## src/rtl/crossbar_2m2s_pkg.sv

```systemverilog
// Shared types and defaults for the 2-master / 2-slave crossbar.
// Command encoding and slave arbiter state encoding.
package crossbar_2m2s_pkg;

  localparam int DW_DEF  = 32;
  localparam int AW_DEF  = 16;
  localparam int MAW_DEF = 4;

  localparam logic CMD_READ  = 1'b0;
  localparam logic CMD_WRITE = 1'b1;

  typedef enum logic [1:0] {
    ST_IDLE    = 2'd0,
    ST_BUSY_M1 = 2'd1,
    ST_BUSY_M2 = 2'd2
  } slv_state_e;

endpackage

```

## src/rtl/xbar_slave_port.sv

```systemverilog
// One slave port: round-robin arbiter FSM, local memory,
// and the ack/rdata registers returned to the granted master.
module xbar_slave_port
  import crossbar_2m2s_pkg::*;
#(
  parameter int DATA_WIDTH = DW_DEF,
  parameter int MEM_AW     = MAW_DEF
) (
  input  logic                  clk_i,
  input  logic                  rst_i,
  input  logic                  req1_i,
  input  logic                  cmd1_i,
  input  logic [MEM_AW-1:0]     idx1_i,
  input  logic [DATA_WIDTH-1:0] wdata1_i,
  input  logic                  req2_i,
  input  logic                  cmd2_i,
  input  logic [MEM_AW-1:0]     idx2_i,
  input  logic [DATA_WIDTH-1:0] wdata2_i,
  output logic                  ack1_o,
  output logic                  ack2_o,
  output logic [DATA_WIDTH-1:0] rdata_o
);

  localparam int DEPTH = 1 << MEM_AW;

  slv_state_e            state_q;
  logic                  last_m2_q;
  logic                  ack1_q;
  logic                  ack2_q;
  logic [DATA_WIDTH-1:0] rdata_q;
  logic [DATA_WIDTH-1:0] mem_q [DEPTH];

  logic gnt1_d;
  logic gnt2_d;

  // Grant master 1 unless master 2 also asks and master 1 went last.
  always_comb begin
    gnt1_d = req1_i & (~req2_i | last_m2_q);
    gnt2_d = req2_i & ~gnt1_d;
  end

  // Arbiter FSM: one access at grant, hold ack until req drops.
  always_ff @(posedge clk_i) begin
    if (rst_i) begin
      state_q   <= ST_IDLE;
      last_m2_q <= 1'b1;
      ack1_q    <= 1'b0;
      ack2_q    <= 1'b0;
      rdata_q   <= '0;
      for (int i = 0; i < DEPTH; i++) begin
        mem_q[i] <= '0;
      end
    end else begin
      unique case (state_q)
        ST_IDLE: begin
          unique case (1'b1)
            gnt1_d: begin
              if (cmd1_i == CMD_WRITE) begin
                mem_q[idx1_i] <= wdata1_i;
                rdata_q       <= '0;
              end else begin
                rdata_q <= mem_q[idx1_i];
              end
              ack1_q  <= 1'b1;
              state_q <= ST_BUSY_M1;
            end
            gnt2_d: begin
              if (cmd2_i == CMD_WRITE) begin
                mem_q[idx2_i] <= wdata2_i;
                rdata_q       <= '0;
              end else begin
                rdata_q <= mem_q[idx2_i];
              end
              ack2_q  <= 1'b1;
              state_q <= ST_BUSY_M2;
            end
            default: ;
          endcase
        end
        ST_BUSY_M1: begin
          if (!req1_i) begin
            ack1_q    <= 1'b0;
            rdata_q   <= '0;
            last_m2_q <= 1'b0;
            state_q   <= ST_IDLE;
          end
        end
        ST_BUSY_M2: begin
          if (!req2_i) begin
            ack2_q    <= 1'b0;
            rdata_q   <= '0;
            last_m2_q <= 1'b1;
            state_q   <= ST_IDLE;
          end
        end
        default: state_q <= ST_IDLE;
      endcase
    end
  end

  assign ack1_o  = ack1_q;
  assign ack2_o  = ack2_q;
  assign rdata_o = rdata_q;

endmodule

```

## src/rtl/crossbar_2m2s.sv

```systemverilog
// Two-master / two-slave crossbar: address-MSB routing
// to two memory-backed slave ports, ack/rdata merged back.
module crossbar_2m2s
  import crossbar_2m2s_pkg::*;
#(
  parameter int DATA_WIDTH = DW_DEF,
  parameter int ADDR_WIDTH = AW_DEF,
  parameter int MEM_AW     = MAW_DEF
) (
  input  logic                  clock,
  input  logic                  reset,
  input  logic                  req_1m,
  input  logic                  cmd_1m,
  input  logic [ADDR_WIDTH-1:0] addr_1m,
  input  logic [DATA_WIDTH-1:0] wdata_1m,
  output logic                  ack_1m,
  output logic [DATA_WIDTH-1:0] rdata_1m,
  input  logic                  req_2m,
  input  logic                  cmd_2m,
  input  logic [ADDR_WIDTH-1:0] addr_2m,
  input  logic [DATA_WIDTH-1:0] wdata_2m,
  output logic                  ack_2m,
  output logic [DATA_WIDTH-1:0] rdata_2m
);

  localparam int MSB = ADDR_WIDTH - 1;

  logic                  s1_req1, s1_req2;
  logic                  s2_req1, s2_req2;
  logic                  s1_ack1, s1_ack2;
  logic                  s2_ack1, s2_ack2;
  logic [DATA_WIDTH-1:0] s1_rdata, s2_rdata;

  // Middle address bits alias onto the same memory word.
  logic unused_addr;
  assign unused_addr = ^{addr_1m[MSB-1:MEM_AW],
                         addr_2m[MSB-1:MEM_AW]};

  // Route each master request by address MSB.
  always_comb begin
    s1_req1 = req_1m & ~addr_1m[MSB];
    s2_req1 = req_1m &  addr_1m[MSB];
    s1_req2 = req_2m & ~addr_2m[MSB];
    s2_req2 = req_2m &  addr_2m[MSB];
  end

  xbar_slave_port #(
    .DATA_WIDTH(DATA_WIDTH),
    .MEM_AW    (MEM_AW)
  ) u_s1 (
    .clk_i   (clock),
    .rst_i   (reset),
    .req1_i  (s1_req1),
    .cmd1_i  (cmd_1m),
    .idx1_i  (addr_1m[MEM_AW-1:0]),
    .wdata1_i(wdata_1m),
    .req2_i  (s1_req2),
    .cmd2_i  (cmd_2m),
    .idx2_i  (addr_2m[MEM_AW-1:0]),
    .wdata2_i(wdata_2m),
    .ack1_o  (s1_ack1),
    .ack2_o  (s1_ack2),
    .rdata_o (s1_rdata)
  );

  xbar_slave_port #(
    .DATA_WIDTH(DATA_WIDTH),
    .MEM_AW    (MEM_AW)
  ) u_s2 (
    .clk_i   (clock),
    .rst_i   (reset),
    .req1_i  (s2_req1),
    .cmd1_i  (cmd_1m),
    .idx1_i  (addr_1m[MEM_AW-1:0]),
    .wdata1_i(wdata_1m),
    .req2_i  (s2_req2),
    .cmd2_i  (cmd_2m),
    .idx2_i  (addr_2m[MEM_AW-1:0]),
    .wdata2_i(wdata_2m),
    .ack1_o  (s2_ack1),
    .ack2_o  (s2_ack2),
    .rdata_o (s2_rdata)
  );

  // Merge slave responses back onto each master.
  always_comb begin
    ack_1m   = s1_ack1 | s2_ack1;
    ack_2m   = s1_ack2 | s2_ack2;
    rdata_1m = '0;
    rdata_2m = '0;
    if (s1_ack1)      rdata_1m = s1_rdata;
    else if (s2_ack1) rdata_1m = s2_rdata;
    if (s1_ack2)      rdata_2m = s1_rdata;
    else if (s2_ack2) rdata_2m = s2_rdata;
  end

endmodule

```

## config.mk

```make
export PLATFORM = sky130hd
export DESIGN_NAME = crossbar_2m2s
export DESIGN_NICKNAME = d
export VERILOG_FILES = /design/src/rtl/crossbar_2m2s_pkg.sv /design/src/rtl/xbar_slave_port.sv /design/src/rtl/crossbar_2m2s.sv
export SDC_FILE = /design/constraint.sdc
export NUM_CORES = 2
export LEC_CHECK = 0
export ABC_CLOCK_PERIOD_IN_PS = 5100
export CORE_MARGIN = 5
export CORE_UTILIZATION = 55
export CTS_BUF_LIST = sky130_fd_sc_hd__clkbuf_4
export CTS_CLUSTER_DIAMETER = 150
export CTS_CLUSTER_SIZE = 12
export DETAILED_ROUTE_END_ITERATION = 10
export PLACE_DENSITY = 0.72
export SYNTH_ARGS = -nofsm -noshare
export SYNTH_HDL_FRONTEND = slang
export SYNTH_HIERARCHICAL = 1
export SYNTH_SLANG_ARGS = --single-unit
```

## constraint.sdc

```tcl
create_clock -name clock -period 5.1 [get_ports clock]
set_clock_uncertainty 0.2 [all_clocks]
set_input_delay 1.02 -clock clock [delete_from_list [all_inputs] [get_ports clock]]
set_output_delay 1.02 -clock clock [all_outputs]
set_load 0.01 [all_outputs]
```

==> results.md <==
* Mapped Area at slightly below 60000 um2
* TritonCTS clock tree: built
* Final Wtd Congestion at between 0.8 and 0.9
* Total power at 17.8 mW
* Buffers on Ports at roughly 150
* Area grow syn2layout at 8.21%
* Yosys top cell area share at between 50% and 60%
* Synth warn at 6
* Antenna violations before repair at 11
* Cell taking the most area after synthesis: edfxtp_1
* Xor/xnor share of the synthesized area at 0%
* Row count at between 100 and 150
* 1st-pass router iterations at 8
* Synth Area in Simple Gates at around 11%
* Max Freq at ~200 MHz
* Synth Instances at about 4900
* Detail Route Antenna Nets at 0
* Count leader, synth: nor2_1
* H-Tree Depth at 3
* Nets@finish at around 5000
* Unrepaired setup endpoints after global routing: no
* First-pass GRT wire length at about 270 mm
* Worst Setup End Kind: output pin
* Largest net degree at the start of global routing at a little over 80
* Clock Tree Buf Depth at 3
* Syn nets at 5018
* # resized after CTS at 0
* Final setup fails at 0
* Commonest cells in the netlist: nor2_1, mux2i_1, edfxtp_1
* Final hold vios at 0
* Pins over their slew limit at 0
* Via count at about 43000
* Post-synthesis compound-gate area fraction at 8.81%
* MaxCap Viol Count at 0
* Main combinational cell family by area after synthesis: multiplexers
* Setup CP Type: reg -> out
* Critical path buffers and inverters at 1
* Period utilization at between 90 and 100%
* Clk_lat worst skew at roughly 1.1 ns
* Synth Area per Inst at 11.9 um2
* Total gr overflow at 0
* CTS Sinks at between 1000 and 1500
* Residual DRC at 0
* Status: finished clean
* Leak at approximately 24 nW
* Top_reg_cell synth: edfxtp_1
* Die ar. at approximately 110000 um2
* Critical Path Max Stage Delay at roughly 0.9 ns
* Vias/cell at slightly below 7
* Die Wd at about 340 um
* Post-CTS repair timing setup buffer count at 0
* Worst-path fanout max at 18
* Post-DP HPWL at roughly 110 mm
* WP data required at 3.88 ns
* CP cell instances: nor2b_4 > a22o_1 > clkdlybuf4s50_1
* VDD IR max at around 190 uV
* Vias in the first global route at between 40000 and 50000
* Min-delay worst type: in -> reg
* Core ar. at 105000 um2
* Seq/Total Area, Yosys at between 50% and 60%
* Die Span Y at between 300 and 400 um
* Area contributors post-synth: edfxtp_1, mux2i_1, nor2_1, a22oi_1, dfxtp_1
* Slew headroom at a little over a third
* Slowest cell on crit path: nor2b_4
* GRT Util Overall at between 30% and 40%
* Starting density of the core at between 50 and 60%
* EDFF count, synth at approximately 1000
* Worst path top cell family by delay: simple AND/OR/NAND/NOR gates
* Synth async-reset ratio at 0%
* Post-synthesis register bit count at around 1100
* DRT iter0 DRCs at around 5800
* Synth cell types at ~50
* Share of cells above drive strength 1 at 11.0%
* PD cells at approximately 280 nW/um2
* Adder-cell share of the synthesized area at less than 1%
* Average wire per standard cell at about 30 um
* I/O Pins at ~170
* CTS Hold Bufs at 0
* Worst Max-Slew Pin Slew at about 1 ns
* Min Tclk post-route at around 5.0 ns
* Post-Route WL at 191 mm
* CP startpoint kind: register
* CTS Buf Count at 101
* Final TNS setup at 0 ns
* Mux cell area share after synthesis at about a fifth
* Arrival @ worst endpoint at about 3.8 ns
* Clock transition at path regs at roughly 0.14 ns
* CTS root buffer: clkbuf_4
==> kinds of logic after synthesis <==
logic type | Yosys count
AO/OA/AOI/OAI | 674
flip-flops | 1098
multiplexers | 1098
AND/OR/NAND/NOR | 1564
buffers and inverters | 470
adder cells (fa/ha/maj) | 6
==> worst paths after layout <==
path | start | to | slack, ns | cells after the start
min | reset | u_s1/state_q[0]$_SDFFE_PP0P_ | 0.22 | 2
max reg2reg | u_s2/state_q[0]$_SDFFE_PP0P_ | u_s2/mem_q[0][5]$_SDFFCE_PN0P_ | 1.69 | 8
max | u_s2/ack2_o$_SDFFE_PP0P_ | rdata_2m[19] | 0.12 | 3
min reg2reg | u_s2/rdata_o[10]$_SDFFE_PP0P_ | u_s2/rdata_o[10]$_SDFFE_PP0P_ | 0.33 | 1
==> worst register-to-register path, cell delays in order (launching register included) <==
cell      delay (ns)
dfxtp_1         0.35
inv_1           0.09
ha_1            0.31
nor2b_1         0.30
nand3_4         0.36
o32ai_2         0.50
nand2_2         0.11
nand2b_2        0.54
buf_4           0.34
==> cell usage in the layout (no fill, tap or decap), types with 3 or more instances in the layout <==
| cell | instances |
|---|---|
| a21oi_1 | 6 |
| a22o_1 | 94 |
| a22oi_1 | 514 |
| a32o_1 | 7 |
| and2_1 | 4 |
| and2_4 | 3 |
| buf_12 | 58 |
| buf_4 | 121 |
| clkbuf_4 | 186 |
| clkdlybuf4s50_1 | 142 |
| dfxtp_1 | 71 |
| dfxtp_2 | 3 |
| diode_2 | 5 |
| edfxtp_1 | 1024 |
| ha_1 | 6 |
| inv_1 | 14 |
| mux2i_1 | 1029 |
| mux2i_2 | 4 |
| mux2i_4 | 63 |
| nand2_1 | 74 |
| nand2_2 | 29 |
| nand2b_1 | 8 |
| nand2b_2 | 34 |
| nand3_1 | 256 |
| nand4_1 | 64 |
| nor2_1 | 1042 |
| nor2_4 | 6 |
| nor2b_1 | 8 |
| nor2b_4 | 9 |
| nor3b_1 | 4 |
| nor3b_2 | 3 |
| o21ai_0 | 6 |
| o21ai_1 | 34 |
| or2_2 | 3 |
==> metrics by stage <==
step	utilization, %	cell area, um2	worst slack, ns	hold WS, ns	std cells
3_3_place_gp	58.4	61500	0.657	0.292	6169
4_1_cts	59.8	63000	0.179	0.144	6359
6_report	59.8	63000	0.123	0.223	6364
5_1_grt	59.8	63000	0.00160	0.171	6364
2_1_floorplan	-	58200	1.48	0.261	4910
3_5_place_dp	58.4	61500	0.568	0.300	6169
==> area by class of cell <==
cell class                      instances  area, um2
Timing Repair Buffer                  324       3530
Multi-Input combinational cell       3342      24000
Antenna cell                            5       12.5
Sequential cell                      1098      32200
Fill cell                            8298      42300
Inverter                               14       52.6
Clock inverter                          4       72.6
Clock buffer                          186       1400
Tap cell                             1391       1740
==> report_power, final <==
group          switching [mW]  total (mW)  leakage (nW)  internal (mW)
sequential              0.267        10.4          11.2           10.2
combinational            1.75        2.70          11.9          0.950
clock                    2.89        4.61         0.892           1.72
==> per-layer routing <==
layer | track usage, % | vias up | wire (um)
met3 | 8.36 | 616 | 23500
met1 | 42.3 | 21200 | 69100
li1 | - | 18300 | -
met4 | 14.4 | 4 | 9480
met2 | 53.5 | 2916 | 88600
met5 | 0 | - | 27
==> flip-flops by register name, summed over array words and instances (netlist names) <==
register and count:
u_s1/state_q 2, u_s1/ack2_o 1, u_s2/state_q 2, u_s2/ack2_o 1
u_s1/rdata_o 32, u_s2/last_m2_q 1, u_s2/mem_q 512, u_s1/last_m2_q 1
u_s1/mem_q 512, u_s2/rdata_o 32, u_s1/ack1_o 1, u_s2/ack1_o 1
No activity file was read; power rests on OpenSTA's default activity.
